**src/rtl/cpu_ctrl_pkg.sv**
```systemverilog
// =============================================================================
// Module : cpu_ctrl_pkg
// Brief  : Shared types and constants for the RISC control unit: FSM states,
//          opcode/op encodings, writeback-select one-hots, IR field slices.
// Rev    : 1.0  initial release
// =============================================================================
`default_nettype none

package cpu_ctrl_pkg;

  // Control FSM states; HALT is only reachable when illegal-trap is built in
  typedef enum logic [2:0] {
    ST_WAIT   = 3'd0,
    ST_DECODE = 3'd1,
    ST_WIMM   = 3'd2,
    ST_GETA   = 3'd3,
    ST_GETB   = 3'd4,
    ST_ALU    = 3'd5,
    ST_WRB    = 3'd6,
    ST_HALT   = 3'd7
  } state_e;

  // Instruction classes produced by the decoder
  typedef enum logic [2:0] {
    CLS_MOVI = 3'd0,
    CLS_MOVR = 3'd1,
    CLS_ALU  = 3'd2,
    CLS_CMP  = 3'd3,
    CLS_ILL  = 3'd4
  } icls_e;

  localparam logic [2:0] OPC_MOV  = 3'b110;
  localparam logic [2:0] OPC_ALU  = 3'b101;
  localparam logic [1:0] OP_MOVI  = 2'b10;
  localparam logic [1:0] OP_MOVR  = 2'b00;
  localparam logic [1:0] OP_ADD   = 2'b00;
  localparam logic [1:0] OP_CMP   = 2'b01;
  localparam logic [1:0] OP_AND   = 2'b10;
  localparam logic [1:0] OP_MVN   = 2'b11;

  // Writeback source one-hots, shared with the datapath
  localparam logic [3:0] VSEL_NONE  = 4'b0000;
  localparam logic [3:0] VSEL_MDATA = 4'b0001;
  localparam logic [3:0] VSEL_IMM8  = 4'b0010;
  localparam logic [3:0] VSEL_PC    = 4'b0100;
  localparam logic [3:0] VSEL_C     = 4'b1000;

  // IR field positions
  localparam int OPC_HI = 15;
  localparam int OPC_LO = 13;
  localparam int OP_HI  = 12;
  localparam int OP_LO  = 11;
  localparam int RN_HI  = 10;
  localparam int RN_LO  = 8;
  localparam int RD_HI  = 7;
  localparam int RD_LO  = 5;
  localparam int SH_HI  = 4;
  localparam int SH_LO  = 3;
  localparam int RM_HI  = 2;
  localparam int RM_LO  = 0;

  function automatic logic [15:0] sext8(input logic [7:0] v);
    return {{8{v[7]}}, v};
  endfunction

  function automatic logic [15:0] sext5(input logic [4:0] v);
    return {{11{v[4]}}, v};
  endfunction

endpackage

`default_nettype wire

```
**src/rtl/cpu_ctrl_instr_dec.sv**
```systemverilog
// =============================================================================
// Module : instr_dec
// Brief  : Purely combinational instruction decoder. Splits the IR into its
//          fields, sign-extends the immediates and classifies the instruction.
// Rev    : 1.0  initial release
// =============================================================================
`default_nettype none

module instr_dec
  import cpu_ctrl_pkg::*;
(
  input  logic [15:0] ir_i,
  output logic [1:0]  op_o,
  output logic [2:0]  rn_o,
  output logic [2:0]  rd_o,
  output logic [1:0]  sh_o,
  output logic [2:0]  rm_o,
  output logic [15:0] sximm8_o,
  output logic [15:0] sximm5_o,
  output icls_e       cls_o,
  output logic        legal_o
);

  logic [2:0] w_opc;

  assign w_opc    = ir_i[OPC_HI:OPC_LO];
  assign op_o     = ir_i[OP_HI:OP_LO];
  assign rn_o     = ir_i[RN_HI:RN_LO];
  assign rd_o     = ir_i[RD_HI:RD_LO];
  assign sh_o     = ir_i[SH_HI:SH_LO];
  assign rm_o     = ir_i[RM_HI:RM_LO];
  assign sximm8_o = sext8(ir_i[7:0]);
  assign sximm5_o = sext5(ir_i[4:0]);

  // Map opcode/op pairs onto execution classes; anything unlisted is illegal
  always_comb begin
    cls_o = CLS_ILL;
    if (w_opc == OPC_MOV) begin
      if (op_o == OP_MOVI)      cls_o = CLS_MOVI;
      else if (op_o == OP_MOVR) cls_o = CLS_MOVR;
    end else if (w_opc == OPC_ALU) begin
      if (op_o == OP_CMP) cls_o = CLS_CMP;
      else                cls_o = CLS_ALU;
    end
  end

  assign legal_o = (cls_o != CLS_ILL);

endmodule

`default_nettype wire

```
**src/rtl/cpu_ctrl.sv**
```systemverilog
// =============================================================================
// Module : cpu_ctrl
// Brief  : Instruction register, decoder and control FSM driving every
//          datapath control port, one micro-step per clock.
//          Build option CPU_CTRL_TRAP_EN: illegal instructions halt the FSM
//          and raise `illegal`; otherwise they retire as no-ops.
// Rev    : 1.0  initial release
// =============================================================================
`default_nettype none

module cpu_ctrl
  import cpu_ctrl_pkg::*;
(
  input  logic        clk,
  input  logic        reset_n,
  input  logic [15:0] in,
  input  logic        load,
  input  logic        s,
  output logic        w,
  output logic [2:0]  readnum,
  output logic [2:0]  writenum,
  output logic        write,
  output logic [3:0]  vsel,
  output logic        loada,
  output logic        loadb,
  output logic        loadc,
  output logic        loads,
  output logic        asel,
  output logic        bsel,
  output logic [1:0]  shift,
  output logic [1:0]  ALUop,
  output logic [15:0] sximm8,
  output logic [15:0] sximm5
`ifdef CPU_CTRL_TRAP_EN
  ,
  output logic        illegal
`endif
);

  state_e      state_q, state_d;
  logic [15:0] ir_q, ir_d;

  logic [1:0]  w_op;
  logic [2:0]  w_rn, w_rd, w_rm;
  logic [1:0]  w_sh;
  icls_e       w_cls;
  logic        w_legal;

  instr_dec u_dec (
    .ir_i     (ir_q),
    .op_o     (w_op),
    .rn_o     (w_rn),
    .rd_o     (w_rd),
    .sh_o     (w_sh),
    .rm_o     (w_rm),
    .sximm8_o (sximm8),
    .sximm5_o (sximm5),
    .cls_o    (w_cls),
    .legal_o  (w_legal)
  );

  // IR only accepts a new word while idle
  assign ir_d = (load && (state_q == ST_WAIT)) ? in : ir_q;

  // IR and state registers, asynchronously cleared
  always_ff @(posedge clk or negedge reset_n) begin
    if (!reset_n) begin
      ir_q    <= '0;
      state_q <= ST_WAIT;
    end else begin
      ir_q    <= ir_d;
      state_q <= state_d;
    end
  end

  // Next-state and control decode, all outputs Moore-style from state and IR
  always_comb begin
    state_d  = state_q;
    w        = 1'b0;
    readnum  = 3'd0;
    writenum = 3'd0;
    write    = 1'b0;
    vsel     = VSEL_NONE;
    loada    = 1'b0;
    loadb    = 1'b0;
    loadc    = 1'b0;
    loads    = 1'b0;
    asel     = 1'b0;
    bsel     = 1'b0;
    shift    = 2'b00;
    ALUop    = 2'b00;
`ifdef CPU_CTRL_TRAP_EN
    illegal  = 1'b0;
`endif
    case (state_q)
      ST_WAIT: begin
        w = 1'b1;
        if (s) state_d = ST_DECODE;
      end
      ST_DECODE: begin
        if (!w_legal) begin
`ifdef CPU_CTRL_TRAP_EN
          state_d = ST_HALT;
`else
          state_d = ST_WAIT;
`endif
        end else begin
          case (w_cls)
            CLS_MOVI: state_d = ST_WIMM;
            CLS_MOVR: state_d = ST_GETB;
            default:  state_d = ST_GETA;
          endcase
        end
      end
      ST_WIMM: begin
        writenum = w_rn;
        vsel     = VSEL_IMM8;
        write    = 1'b1;
        state_d  = ST_WAIT;
      end
      ST_GETA: begin
        readnum = w_rn;
        loada   = 1'b1;
        state_d = ST_GETB;
      end
      ST_GETB: begin
        readnum = w_rm;
        loadb   = 1'b1;
        state_d = ST_ALU;
      end
      ST_ALU: begin
        shift = w_sh;
        // MOV reg passes the shifted Rm through as 0 + B
        if (w_cls == CLS_MOVR) begin
          asel  = 1'b1;
          ALUop = 2'b00;
        end else begin
          ALUop = w_op;
        end
        if (w_cls == CLS_CMP) begin
          loads   = 1'b1;
          state_d = ST_WAIT;
        end else begin
          loadc   = 1'b1;
          state_d = ST_WRB;
        end
      end
      ST_WRB: begin
        writenum = w_rd;
        vsel     = VSEL_C;
        write    = 1'b1;
        state_d  = ST_WAIT;
      end
`ifdef CPU_CTRL_TRAP_EN
      ST_HALT: begin
        illegal = 1'b1;
        state_d = ST_HALT;
      end
`endif
      default: state_d = ST_WAIT;
    endcase
  end

endmodule

`default_nettype wire

```
**config.mk**
```make
export PLATFORM = sky130hd
export DESIGN_NAME = cpu_ctrl
export DESIGN_NICKNAME = d
export VERILOG_FILES = /design/src/rtl/cpu_ctrl_pkg.sv /design/src/rtl/cpu_ctrl_instr_dec.sv /design/src/rtl/cpu_ctrl.sv
export SDC_FILE = /design/constraint.sdc
export NUM_CORES = 1
export LEC_CHECK = 0
export BUFFER_PORTS_ARGS = -buffer_cell sky130_fd_sc_hd__buf_4
export CELL_PAD_IN_SITES_DETAIL_PLACEMENT = 0
export CELL_PAD_IN_SITES_GLOBAL_PLACEMENT = 1
export CORE_MARGIN = 2
export CORE_UTILIZATION = 35
export CTS_CLUSTER_DIAMETER = 80
export CTS_CLUSTER_SIZE = 40
export DETAILED_ROUTE_END_ITERATION = 8
export GPL_ROUTABILITY_DRIVEN = 0
export PLACE_DENSITY_LB_ADDON = 0.1
export SYNTH_ARGS = -nofsm -noshare
export SYNTH_HDL_FRONTEND = slang
export SYNTH_SLANG_ARGS = --single-unit
export TNS_END_PERCENT = 1
```
**constraint.sdc**
```tcl
create_clock -name clk -period 2.3 [get_ports clk]
set_clock_uncertainty 0.05 [all_clocks]
set_input_delay 0.115 -clock clk [delete_from_list [all_inputs] [get_ports clk]]
set_output_delay 0.115 -clock clk [all_outputs]
set_load 0.1 [all_outputs]
```
## Word-level counts from Yosys, hierarchy flattened

Cells that the tools add are included.
W data, S select, Z words.

| word-level totals | value |
|---|---|
| flip-flop bits (word level) | 19 |
| latch bits | 0 |
| memory bits (writable) | 0 |
| ROM bits | 0 |
| output and inout bits | 54 |
| memories kept | 0 |

| operators by class | value |
|---|---|
| add/sub/neg operators | 0 |
| multiply operators | 0 |
| divide/modulo/power cells | 0 |
| $lt $le $gt $ge | 0 |
| eq/ne operators | 14 |
| shifts and indexed selects | 0 |
| multiplexer cells | 26 |
| bitwise logic cells | 0 |
| reductions and logical operators | 5 |

Operators with widths:

| operator | count |
|---|---|
| $mux W3 | 7 |
| $pmux W3 S2 | 3 |
| $eq A3 B3 Y1 const B | 5 |
| $pmux W3 S5 | 1 |
| $mux W1 | 11 |
| $eq A3 B2 Y1 const B | 3 |
| $pmux W4 S2 | 1 |
| $eq A3 B1 Y1 const B | 2 |
| $logic_not A3 Y1 | 2 |
| $mux W2 | 3 |
| $ne A3 B3 Y1 const B | 1 |
| $eq A2 B1 Y1 const B | 1 |
| $eq A2 B2 Y1 const B | 1 |
| $logic_not A2 Y1 | 1 |
| $ne A2 B2 Y1 const B | 1 |
| $reduce_or A2 Y1 | 1 |
| $logic_and A1 B1 Y1 | 1 |

## Longest topological paths before layout

Gate-level depths: netlist (run 1).

| depth | value |
|---|---|
| word-level depth | 8 |
| mapped depth | 6 |
| gate-level depth less buffers | 3 |

## Modules after synthesis

From an unflattened synthesis (run 1), not the netlist that was laid out.

| second synthesis, totals | value |
|---|---|
| cells, all modules | 140 |
| area, all modules | 1451.4 um2 |

By module, submodules not included:

| module | instances | cells each | area an instance (um2) | sequential area each (um2) |
|---|---|---|---|---|
| cpu_ctrl | 1 | 87 | 1048.5 | 475.5 |
| instr_dec | 1 | 53 | 402.9 | 0.0 |

## Least setup slack after synthesis (run 1)

OpenSTA, ideal clock, no wires.

| path | value |
|---|---|
| path type | register -> output |
| from | register state_q[0] |
| to | output readnum[0] |
| data arrival time | 3.902 ns |
| slack | -1.767 ns |
| stages on the path, launching flop included | 4 |
| path buffers | 1 |
| path through | dfrtp_1 > buf_4 > nor3b_1 > a22o_1 |

| on the way | value |
|---|---|
| word-level cells in the longest chain between the ends | 2 |
| elaborated cells on any way between the ends | 3 |
| those cells by class | eq/ne (2); mux (1) |

RTL lines:

| item | line | RTL |
|---|---|---|
| start: declaration | cpu_ctrl.sv:40 | `state_e state_q, state_d;` |
| start signal: assignment | cpu_ctrl.sv:72 | `state_q <= state_d;` |
| $eq A3 B3 Y1 or $eq A3 B2 Y1 (tied branches) | cpu_ctrl.sv:95 | `case (state_q)` |
| $pmux W3 S2 * | cpu_ctrl.sv:95 |  |
| end: declaration | cpu_ctrl.sv:20 | `output logic [2:0] readnum,` |

Every way passes the cells marked *; elsewhere a longest branch is shown, timed or not.

## Final worst setup path (run 1)

| path | value |
|---|---|
| from | register state_q[2] |
| to | output asel |

| on the way | value |
|---|---|
| word-level cells in the longest chain between the ends | 2 |

RTL lines:

| item | line | RTL |
|---|---|---|
| $eq A3 B3 Y1 | cpu_ctrl.sv:95 |  |
| $mux W1 | cpu_ctrl.sv:95 |  |
| end: declaration | cpu_ctrl.sv:28 | `output logic asel,` |

No other way between the ends.

==> results of run 1 <==
[cell type report]
class                           count  share of cell area, %
Multi-Input combinational cell     60                   32.5
Sequential cell                    19                   28.7
Timing Repair Buffer               71                   32.3
Tap cell                           48                   3.62
Clock buffer                        4                   2.71
Inverter                            1                  0.226
[path summary, 6_finish.rpt]
path | end | slack, ns | cells past startpoint
min reg2reg | ir_q[5]$_DFFE_PN0P_ | 0.49 | 1
min | ir_q[0]$_DFFE_PN0P_ | 0.03 | 2
max | asel | 0.26 | 3
max in group asynchronous | ir_q[7]$_DFFE_PN0P_ | 1.77 | 2
min in group asynchronous | ir_q[3]$_DFFE_PN0P_ | 0.23 | 2
max reg2reg | ir_q[2]$_DFFE_PN0P_ | 0.58 | 3
[stage by stage]
stage          area [µm²]  instances
2_1_floorplan        1350        121
3_3_place_gp         1600        198
3_5_place_dp         1600        198
4_1_cts              1660        203
5_1_grt              1660        203
6_report             1660        203
[placed cells by master, fill, tap and decap left out, drive strengths merged, types with 2 or more instances in the layout]
cell	netlist	layout
nand3b	2	2
mux2i	3	3
buf	41	70
dfrtp	19	19
and3b	2	2
clkbuf	0	4
a22o	3	3
nor2b	2	2
and2	7	7
conb	1	3
nor3b	2	2
mux2	16	16
nor2	6	6
[state kept, by name, indices dropped and copies added, names as in the netlist]
name,cells
state_q,3
ir_q,16
[cell families after synthesis]
| group | share of synthesized area, % |
|---|---|
| buf+inv | 25.1 |
| simple gates | 14.3 |
| mux | 18.7 |
| flops | 35.8 |
| compound gates | 5.84 |
| other cells | 0.282 |
[per-layer routing]
layer  GRT usage (%)  wire, µm  vias up  part of all wire, %
met5               0         0        -                    0
met4            5.47        20        0                 0.77
met3            2.40       190        2                  7.3
met2            20.5      1220       43                   47
met1            15.5      1170      406                   45
li1                -         -      441                    -
[timing repair]
item,4_1_cts,5_1_grt
setup endpoints to repair,0,0
hold buffers,1,0
hold endpoints to repair,19,0
==> out/summary.txt, run 1 <==
GLOBAL ROUTE
------------------------------------------------------------------------------------------------------
Wire length of the first global-routing pass                                                   4.02 mm
Global-route congestion overflow total                                                               0
Number of antenna violations at the first check in global routing                                    0
Via count of the first global-routing pass                                                         864
Total track usage                                                                                12.4%
Pin count of the biggest net entering global routing                                                20

DRT
------------------------------------------------------------------------------------------------------
Number of detailed-routing iterations run before antenna repair                                      4
Routed wire length per instance                                                                12.8 µm
Post-route DRC violation count                                                                       0
Mean number of vias per cell                                                                      4.39
Number of violations reported at the end of detailed-routing iteration 0                            34
Drt total wl                                                                                   2.60 mm
DRT antenna net count                                                                                0
Total number of vias                                                                               892

CTS
------------------------------------------------------------------------------------------------------
Cell at the root of the clock tree                                                        sky130_fd_sc_hd__clkbuf_8
CTS tree                                                                                         built
Post-cts repair resize count                                                                         0
Clock transition at the register clock pins on the worst setup and hold paths after CTS        0.07 ns
Num CTS Buffers                                                                                      3
# Post-CTS Setup Buffers                                                                             0
Insertion delay to the later sink of the worst-skew pair                                       0.25 ns
Maximum clock insertion buffer count                                                                 2
Total number of clock tree sinks                                                                    19
Number of H-tree branching levels                                                                    1

STA
------------------------------------------------------------------------------------------------------
Post-layout worst setup margin                                                                0.257 ns
Final number of setup-violating endpoints                                                            0
Unrepaired setup endpoints after global routing                                                     no
Setup TNS after final layout                                                                      0 ns
Total count of max-transition violations in the final report                                         0
Final-report hold violation count                                                                    0
Final hold slack                                                                             0.0261 ns
Final critical delay including setup and external delays                                       2.04 ns
Transition time at the pin with the least slew margin                                         0.595 ns
Final period utilization                                                                         88.8%
Relative max-transition margin                                                                   60.3%
FMAX                                                                                           490 MHz

WORST SETUP PATH
------------------------------------------------------------------------------------------------------
Crit path required time                                                                        2.13 ns
Worst setup path category                                                                   reg -> out
Startpoint types                                                                              register
Buffers and inverters on the worst path                                                              1
Data arrival time at the worst-slack endpoint                                                  1.88 ns
Biggest fanout along the worst timing path                                                          18
CP Launch Point                                                                           state_q[2]$_DFFE_PN0P_
Endpoint kind of the worst setup timing path                                                output pin
CP top delay family                                                                         flip-flops
Crit path cell chain                                                                      and3b_1 > and4_1 > buf_4
Slowest CP cell                                                                           sky130_fd_sc_hd__dfrtp_1
Worst path max stage delay                                                                     0.72 ns
Launch instance of the worst register-to-register path                                    state_q[2]$_DFFE_PN0P_

PLACED DESIGN
------------------------------------------------------------------------------------------------------
PortBufs                                                                                            70
Setup Slack @ Placement                                                                       0.515 ns
HPWL Detailed                                                                                  1.96 mm

SYNTH
------------------------------------------------------------------------------------------------------
Leading area contributor after synthesis                                                  sky130_fd_sc_hd__dfrtp_1
Number of unique standard cell types used by synthesis                                              34
Mapped Area                                                                                   1330 µm²
Number of synthesized flops with an enable pin                                                       0
Avg Synthesized Cell Area                                                                     11.2 µm²
Leading cell types by count after synthesis                                               sky130_fd_sc_hd__buf_4 (37), sky130_fd_sc_hd__dfrtp_1 (19), sky130_fd_sc_hd__mux2_4 (10)
Fraction of synthesis flops using an asynchronous set or reset pin                                100%
Yosys warnings                                                                                       0
Register bit count reported by yosys                                                                19
Cells taking the most area after synthesis                                                sky130_fd_sc_hd__dfrtp_1 (36%), sky130_fd_sc_hd__buf_4 (21%), sky130_fd_sc_hd__mux2_4 (11%)
Dominant register cell in the synthesized netlist                                         sky130_fd_sc_hd__dfrtp_1
Most common cell in the netlist                                                           sky130_fd_sc_hd__buf_4
Gate count after technology mapping                                                                119
Fraction of the yosys area taken by sequential cells                                             35.8%
Yosys top cell area share                                                                        35.8%

FINISH
------------------------------------------------------------------------------------------------------
Final standard cell utilization of the core                                                      45.3%
Layout overhead on the synthesized area                                                          25.0%
Number of diodes added for antenna fixing                                                            0
Filler cell count                                                                                  350
Total area of sequential cells                                                                 475 µm²
Number of nets in the layout                                                                       176
Area occupied by multi-input gates                                                             539 µm²
Proportion of layout cells with a drive suffix above 1                                           59.4%

MIN PATH
------------------------------------------------------------------------------------------------------
Class of the worst hold path                                                                 in -> reg
Worst hold path startpoint                                                                       in[0]

DIE
------------------------------------------------------------------------------------------------------
Horiz. Die Dim                                                                                 65.6 µm
Row count                                                                                           22
Core ar.                                                                                      3660 µm²
Top-Level Pins                                                                                      74
Chip Height                                                                                    65.6 µm
Overall die area                                                                              4300 µm²
Starting density of the core                                                                     36.3%

RUN
------------------------------------------------------------------------------------------------------
MaxCap Viol Count                                                                                    0

RUN STATUS
------------------------------------------------------------------------------------------------------
Status                                                                                    finished, final reports clean

Power of run 1 is left out: the tool's default activity adds up to more than one toggle a clock period on the data nets, which glitch-free logic cannot reach.
==> run 2, diff against run 1 <==
--- a/config.mk
+++ b/config.mk
@@ -14,7 +14,9 @@
 export CTS_CLUSTER_SIZE = 40
 export DETAILED_ROUTE_END_ITERATION = 8
 export GPL_ROUTABILITY_DRIVEN = 0
+export HOLD_SLACK_MARGIN = 0.03
 export PLACE_DENSITY_LB_ADDON = 0.1
+export RECOVER_POWER = 25
 export SYNTH_ARGS = -nofsm -noshare
 export SYNTH_HDL_FRONTEND = slang
 export SYNTH_SLANG_ARGS = --single-unit
==> run 2 against run 1 <==
Net effect: register-to-register slack about the same; final cell count increased by 2.0%; critical path depth stayed put; first-iteration DRC count is 15% lower; non-clock buffer count increased by 4; via count increased by 2.0%; wire length up 1.8%; highest routed layer unchanged; count of clock-buffer cells in the layout stayed put; global-route usage grew 0.072 points; setup slack lost 0.00058 ns; sequential share of layout area down 0.43 points.
==> out/summary.txt, run 2 (synthesized netlist as in run 1, its figures left out) <==
RUN STATUS
------------------------------------------------------------------------------------------------------
Status                                                                                    finished, final reports clean

WORST SETUP PATH
------------------------------------------------------------------------------------------------------
Data arrival time at the worst-slack endpoint                                                  1.88 ns   about the same
R2R setup slack                                                                                0.58 ns   about the same
Endpoint kind of the worst setup timing path                                                output pin
Crit path cell chain                                                                      and3b_1 > and4_1 > buf_4
Biggest fanout along the worst timing path                                                          18   unchanged
Slowest CP cell                                                                           sky130_fd_sc_hd__dfrtp_1
Critical R2R Capture                                                                      ir_q[2]$_DFFE_PN0P_
Startpoint types                                                                              register
Buffers and inverters on the worst path                                                              1   unchanged
CP top delay family                                                                         flip-flops
Worst setup path category                                                                   reg -> out
Launch instance of the worst register-to-register path                                    state_q[2]$_DFFE_PN0P_
Depth of the worst register-to-register path                                                         3   unchanged
Worst path max stage delay                                                                     0.73 ns   about the same
Crit path required time                                                                        2.13 ns   about the same

MIN PATH
------------------------------------------------------------------------------------------------------
Class of the worst hold path                                                                 in -> reg
Worst-case hold path end point                                                            ir_q[12]$_DFFE_PN0P_
Min-Delay Path Depth                                                                                 2   unchanged
Worst hold path startpoint                                                                      in[12]

DRT
------------------------------------------------------------------------------------------------------
Number of violations reported at the end of detailed-routing iteration 0                            29   -15%
Number of detailed-routing iterations run before antenna repair                                      4   unchanged
Post-route DRC violation count                                                                       0   unchanged
DRT antenna net count                                                                                0   unchanged
Drt total wl                                                                                   2.64 mm   +1.8%
Total number of vias                                                                               910   +2.0%
Routed wire length per instance                                                                12.8 µm   -0.19%
Mean number of vias per cell                                                                      4.40   about the same

GLOBAL ROUTE
------------------------------------------------------------------------------------------------------
Total track usage                                                                                12.4%   +0.072 points
Via count of the first global-routing pass                                                         876   +1.4%
Met3 Resource Use GR                                                                             2.40%   unchanged
Number of antenna violations at the first check in global routing                                    0   unchanged
Wire length of the first global-routing pass                                                   4.05 mm   +0.70%
GR Layer Usage met1                                                                              15.5%   unchanged
Global-route congestion overflow total                                                               0   unchanged
Layer carrying the most global-route usage                                                        met2
Met2 capacity usage during global routing                                                        20.8%   +0.26 points
Pin count of the biggest net entering global routing                                                20   unchanged

FINISH
------------------------------------------------------------------------------------------------------
Number of standard cells in the layout, taps in and fillers out                                    207   +2.0%
Number of diodes added for antenna fixing                                                            0   unchanged
Number of nets in the layout                                                                       180   +2.3%
Top Registers                                                                             ir_q: 16 flops, state_q: 3 flops
Area of all placed cells without fillers                                                      1680 µm²   +1.5%
Layout overhead on the synthesized area                                                          26.9%
Number of flip-flops under the largest register name                                                16   unchanged
Highest-count cells in the layout ignoring fill and taps                                  sky130_fd_sc_hd__buf_4 (66), sky130_fd_sc_hd__dfrtp_1 (19), sky130_fd_sc_hd__mux2_4 (10), sky130_fd_sc_hd__nor2_1 (6), sky130_fd_sc_hd__and2_1 (6)
Proportion of layout cells with a drive suffix above 1                                           55.3%   -4.0 points
Register with the highest flop count                                                              ir_q
Most common library cell in the layout ignoring fill and taps                             sky130_fd_sc_hd__buf_4
Filler cell count                                                                                  350   unchanged

STA
------------------------------------------------------------------------------------------------------
Final period utilization                                                                         88.8%   about the same
Final-report hold violation count                                                                    0   unchanged
Transition time at the pin with the least slew margin                                          1.17 ns   +0.570 ns
FMAX                                                                                           489 MHz   about the same
Relative max-transition margin                                                                   22.7%   -38 points
Unrepaired setup endpoints after global routing                                                     no
Total count of max-transition violations in the final report                                         0   unchanged
Setup TNS after final layout                                                                      0 ns   unchanged
Final critical delay including setup and external delays                                       2.04 ns   +0.000578 ns
Post-layout worst setup margin                                                                0.257 ns   -0.000578 ns
Final number of setup-violating endpoints                                                            0   unchanged

CTS
------------------------------------------------------------------------------------------------------
Post-cts repair resize count                                                                         0   unchanged
Total number of clock tree sinks                                                                    19   unchanged
# Post-CTS Setup Buffers                                                                             0   unchanged
Clock transition at the register clock pins on the worst setup and hold paths after CTS        0.07 ns   about the same
Cell at the root of the clock tree                                                        sky130_fd_sc_hd__clkbuf_8
Insertion delay to the later sink of the worst-skew pair                                       0.25 ns   about the same
CTS tree                                                                                         built
Maximum clock insertion buffer count                                                                 2   unchanged
Number of H-tree branching levels                                                                    1   unchanged
Num CTS Buffers                                                                                      3   unchanged

DIE
------------------------------------------------------------------------------------------------------
Horiz. Die Dim                                                                                 65.6 µm   unchanged
Top-Level Pins                                                                                      74   unchanged
Core ar.                                                                                      3660 µm²   unchanged
Chip Height                                                                                    65.6 µm   unchanged
Starting density of the core                                                                     36.3%   unchanged
Row count                                                                                           22   unchanged
Overall die area                                                                              4300 µm²   unchanged

PLACED DESIGN
------------------------------------------------------------------------------------------------------
Placed Instance Area                                                                          1600 µm²   unchanged
Setup Slack @ Placement                                                                       0.515 ns   unchanged
Instance count after placement with tap cells included                                             198   unchanged
PortBufs                                                                                            70   unchanged
HPWL Detailed                                                                                  1.96 mm   unchanged

RUN
------------------------------------------------------------------------------------------------------
MaxCap Viol Count                                                                                    0   unchanged

run 2: changes by cell type in the layout (fill, tap and decap cells not counted), sizes merged:
cell         before  now
dlygate4sd3       1    5
buf              70   66
clkbuf            4    8
run 2: worst max path at each step:
| stage | end | cells after the start | slack (ns) | start |
|---|---|---|---|---|
| 2_1_floorplan | readnum[1] | 3 | -0.17 | state_q[1]$_DFFE_PN0P_ |
| 3_3_place_gp | asel | 3 | 0.56 | state_q[2]$_DFFE_PN0P_ |
| 3_5_place_dp | asel | 3 | 0.52 | state_q[2]$_DFFE_PN0P_ |
| 4_1_cts | asel | 3 | 0.22 | state_q[2]$_DFFE_PN0P_ |
| 5_1_grt | asel | 3 | 0.07 | state_q[2]$_DFFE_PN0P_ |
| 6_report | asel | 3 | 0.26 | state_q[2]$_DFFE_PN0P_ |
run 2: metal layers:
metal | wire length, µm | up-vias | part of all wire, %
met2 | 1240 | 43 | 47
met1 | 1200 | 415 | 45
met5 | 0 | - | 0
met3 | 183 | 2 | 6.9
met4 | 20 | 0 | 0.76
li1 | - | 450 | -
run 2: area by class of cell:
class,count,area (µm²),share of cell area [%]
Tap cell,48,60.1,3.57
Timing Repair Buffer,75,561,33.3
Inverter,1,3.75,0.223
Multi-Input combinational cell,60,539,32.0
Sequential cell,19,475,28.2
Clock buffer,4,45.0,2.67
run 2: through the flow:
stage	util (%)	hold WS, ns
after floorplan	-	-0.231
after global placement	43.8	-0.0421
after detailed placement	43.8	-0.0380
after CTS	45.9	0.0301
after global routing	46.0	0.0312
final	46.0	0.0366
run 2: timing repair:
| item | CTS | global route |
|---|---|---|
| endpoints found under the hold margin | 21 | 2 |
| endpoints found under the setup margin | 0 | 0 |
| hold buffers | 3 | 2 |
Power of run 2 is left out for the same reason.
==> run 3, diff against run 2 <==
--- a/config.mk
+++ b/config.mk
@@ -5,11 +5,12 @@
 export SDC_FILE = /design/constraint.sdc
 export NUM_CORES = 1
 export LEC_CHECK = 0
+export ABC_AREA = 1
 export BUFFER_PORTS_ARGS = -buffer_cell sky130_fd_sc_hd__buf_4
 export CELL_PAD_IN_SITES_DETAIL_PLACEMENT = 0
 export CELL_PAD_IN_SITES_GLOBAL_PLACEMENT = 1
 export CORE_MARGIN = 2
-export CORE_UTILIZATION = 35
+export CORE_UTILIZATION = 31
 export CTS_CLUSTER_DIAMETER = 80
 export CTS_CLUSTER_SIZE = 40
 export DETAILED_ROUTE_END_ITERATION = 8
==> run 3 against run 2 <==
Net effect: cell area fell by 3.3%; utilization fell by 4.7 points; final cell count rose by 25%; via count rose by 23%; fmax rose by 16%; critical path depth rose by 2; flip-flop and latch count did not move; synthesized area fell by 5.7%; register-to-register slack improved by 0.28 ns; critical endpoint is now loadc.
==> out/summary.txt, run 3 <==
RUN STATUS
------------------------------------------------------------------------------------------------------
Status                                                                                    finished, final reports clean

CTS
------------------------------------------------------------------------------------------------------
Cell at the root of the clock tree                                                        sky130_fd_sc_hd__clkbuf_8
Maximum clock insertion buffer count                                                                 2   unchanged
Insertion delay to the later sink of the worst-skew pair                                       0.26 ns   about the same
CTS tree                                                                                         built
Number of H-tree branching levels                                                                    1   unchanged
Num CTS Buffers                                                                                      3   unchanged
Clock transition at the register clock pins on the worst setup and hold paths after CTS        0.07 ns   about the same
Total number of clock tree sinks                                                                    19   unchanged
Post-cts repair resize count                                                                         0   unchanged

WORST SETUP PATH
------------------------------------------------------------------------------------------------------
Worst setup path category                                                                   reg -> out
Biggest fanout along the worst timing path                                                           7   -11
Crit path required time                                                                        2.13 ns   about the same
Worst path max stage delay                                                                     0.52 ns   -0.21 ns
Endpoint kind of the worst setup timing path                                                output pin
Startpoint types                                                                              register
Data arrival time at the worst-slack endpoint                                                  1.59 ns   -0.29 ns
Slowest CP cell                                                                           sky130_fd_sc_hd__dfrtp_1
Crit path cell chain                                                                      nand3_1 > clkinv_1 > nand2_1 > inv_1 > buf_4

GLOBAL ROUTE
------------------------------------------------------------------------------------------------------
Number of antenna violations at the first check in global routing                                    0   unchanged
Pin count of the biggest net entering global routing                                                20   unchanged
Total track usage                                                                                14.6%   +2.2 points
Global-route congestion overflow total                                                               0   unchanged
Wire length of the first global-routing pass                                                   5.00 mm   +23%
Via count of the first global-routing pass                                                        1104   +26%

DRT
------------------------------------------------------------------------------------------------------
DRT antenna net count                                                                                0   unchanged
Mean number of vias per cell                                                                      4.33   -1.4%
Total number of vias                                                                              1118   +23%
Number of violations reported at the end of detailed-routing iteration 0                            34   +17%
Post-route DRC violation count                                                                       0   unchanged
Drt total wl                                                                                   3.03 mm   +15%
Number of detailed-routing iterations run before antenna repair                                      4   unchanged
Routed wire length per instance                                                                11.7 µm   -8.1%

FINISH
------------------------------------------------------------------------------------------------------
Register with the highest flop count                                                              ir_q
Number of diodes added for antenna fixing                                                            0   unchanged
Most common library cell in the layout ignoring fill and taps                             sky130_fd_sc_hd__buf_4
Filler cell count                                                                                  433   +24%
Number of standard cells in the layout, taps in and fillers out                                    258   +25%
Number of nets in the layout                                                                       229   +27%
Top Registers                                                                             ir_q: 16 flops, state_q: 3 flops
Area of all placed cells without fillers                                                      1630 µm²   -3.3%
Highest-count cells in the layout ignoring fill and taps                                  sky130_fd_sc_hd__buf_4 (66), sky130_fd_sc_hd__nand2_1 (48), sky130_fd_sc_hd__nand3_1 (23), sky130_fd_sc_hd__dfrtp_1 (19), sky130_fd_sc_hd__inv_1 (15)
Layout overhead on the synthesized area                                                          30.0%
Proportion of layout cells with a drive suffix above 1                                           38.0%   -17 points
Number of flip-flops under the largest register name                                                16   unchanged

STA
------------------------------------------------------------------------------------------------------
Final critical delay including setup and external delays                                       1.76 ns   -0.284 ns
Unrepaired setup endpoints after global routing                                                     no
Final number of setup-violating endpoints                                                            0   unchanged
Final-report hold violation count                                                                    0   unchanged
Relative max-transition margin                                                                   22.4%   -0.27 points
FMAX                                                                                           568 MHz   +16%
Setup TNS after final layout                                                                      0 ns   unchanged
Total count of max-transition violations in the final report                                         0   unchanged
Transition time at the pin with the least slew margin                                          1.17 ns   +0.00403 ns
Post-layout worst setup margin                                                                0.541 ns   +0.284 ns
Final period utilization                                                                         76.5%   -12 points

DIE
------------------------------------------------------------------------------------------------------
Overall die area                                                                              4560 µm²   +6.1%
Top-Level Pins                                                                                      74   unchanged
Horiz. Die Dim                                                                                 67.6 µm   +3.0%
Starting density of the core                                                                     31.8%   -4.5 points
Chip Height                                                                                    67.6 µm   +3.0%
Core ar.                                                                                      3940 µm²   +7.7%
Row count                                                                                           23   +4.5%

SYNTH
------------------------------------------------------------------------------------------------------
Avg Synthesized Cell Area                                                                     7.41 µm²   -34%
Number of synthesized flops with an enable pin                                                       0   unchanged
Register bit count reported by yosys                                                                19   unchanged
Most common cell in the netlist                                                           sky130_fd_sc_hd__nand2_1
Fraction of the yosys area taken by sequential cells                                             38.0%   +2.1 points
Fraction of synthesis flops using an asynchronous set or reset pin                                100%   unchanged
Cells taking the most area after synthesis                                                sky130_fd_sc_hd__dfrtp_1 (38%), sky130_fd_sc_hd__buf_4 (21%), sky130_fd_sc_hd__nand2_1 (14%)
Leading cell types by count after synthesis                                               sky130_fd_sc_hd__nand2_1 (48), sky130_fd_sc_hd__buf_4 (35), sky130_fd_sc_hd__nand3_1 (23)
Mapped Area                                                                                   1250 µm²   -5.7%
Number of unique standard cell types used by synthesis                                              18   -47%
Dominant register cell in the synthesized netlist                                         sky130_fd_sc_hd__dfrtp_1
Leading area contributor after synthesis                                                  sky130_fd_sc_hd__dfrtp_1
Gate count after technology mapping                                                                169   +42%
Yosys top cell area share                                                                        38.0%   +2.1 points
Yosys warnings                                                                                       0   unchanged

PLACED DESIGN
------------------------------------------------------------------------------------------------------
Instance count after placement with tap cells included                                             252   +27%
HPWL Detailed                                                                                  2.33 mm   +19%
Setup Slack @ Placement                                                                       0.816 ns   +0.301 ns
Placed Instance Area                                                                          1580 µm²   -1.7%
PortBufs                                                                                            70   unchanged

MIN PATH
------------------------------------------------------------------------------------------------------
Class of the worst hold path                                                                 in -> reg

RUN
------------------------------------------------------------------------------------------------------
MaxCap Viol Count                                                                                    0   unchanged

[run 3: cell types whose count changed in the layout (fill, tap and decap cells not counted), moves of 4 or more]
cell	delta
sky130_fd_sc_hd__inv_1	+14
sky130_fd_sc_hd__and2_1	-6
sky130_fd_sc_hd__o21ai_2	+4
sky130_fd_sc_hd__mux2_2	-5
sky130_fd_sc_hd__nand3_1	+23
sky130_fd_sc_hd__nand2_1	+47
sky130_fd_sc_hd__mux2_4	-10
[run 3: final cells by class]
type / count / area (µm²) / area share, %
clock buffer: 3 / 41.3 / 2.54
clock inverter: 1 / 5.00 / 0.307
inverter: 17 / 63.8 / 3.92
multi-input combinational: 96 / 449 / 27.6
sequential: 19 / 475 / 29.2
tap: 50 / 62.6 / 3.84
timing repair buffer: 72 / 531 / 32.6
[run 3: path summary, 6_finish.rpt]
kind                                             start                    to  slack (ns)  depth (start not counted)
worst min-delay path                            in[14]  ir_q[14]$_DFFE_PN0P_        0.03                          3
worst min register to register     ir_q[8]$_DFFE_PN0P_   ir_q[8]$_DFFE_PN0P_        0.43                          2
min in group asynchronous                      reset_n   ir_q[7]$_DFFE_PN0P_        0.52                          2
worst max register to register  state_q[0]$_DFFE_PN0P_  ir_q[15]$_DFFE_PN0P_        0.86                          6
worst max-delay path            state_q[2]$_DFFE_PN0P_                 loadc        0.54                          5
max in group asynchronous                      reset_n  ir_q[13]$_DFFE_PN0P_        1.01                          2
[run 3: logic make-up after synthesis]
logic type             after synthesis  share of synthesized area [%]
buffers and inverters               56                           28.6
AO/OA/AOI/OAI                        7                           2.80
AND/OR/NAND/NOR                     86                           30.4
flip-flops                          19                           38.0
other                                1                          0.299
[run 3: routing by layer]
layer	GRT usage [%]	wire, µm
met5	0	0
met4	5.61	46
met3	3.50	222
met2	24.3	1390
met1	18.2	1370
[run 3: stage by stage]
| stage | util, % | hold slack (ns) |
|---|---|---|
| 2_1_floorplan | - | -0.231 |
| 3_3_place_gp | 40.0 | -0.0405 |
| 3_5_place_dp | 40.0 | -0.0379 |
| 4_1_cts | 41.7 | 0.0310 |
| 5_1_grt | 41.3 | 0.0333 |
| 6_report | 41.3 | 0.0325 |
[run 3: repair_timing]
item / 4_1_cts / 5_1_grt
setup buffers: 0 / 0
hold buffers: 2 / 0
endpoints found under the hold margin: 20 / 0
[run 3: worst max-delay path: cells and delay by family (launching register included)]
family | cells | cell delay (ns)
buf+inv | 3 | 0.44
flops | 1 | 0.52
simple gates | 2 | 0.38
Power of run 3 is left out for the same reason.
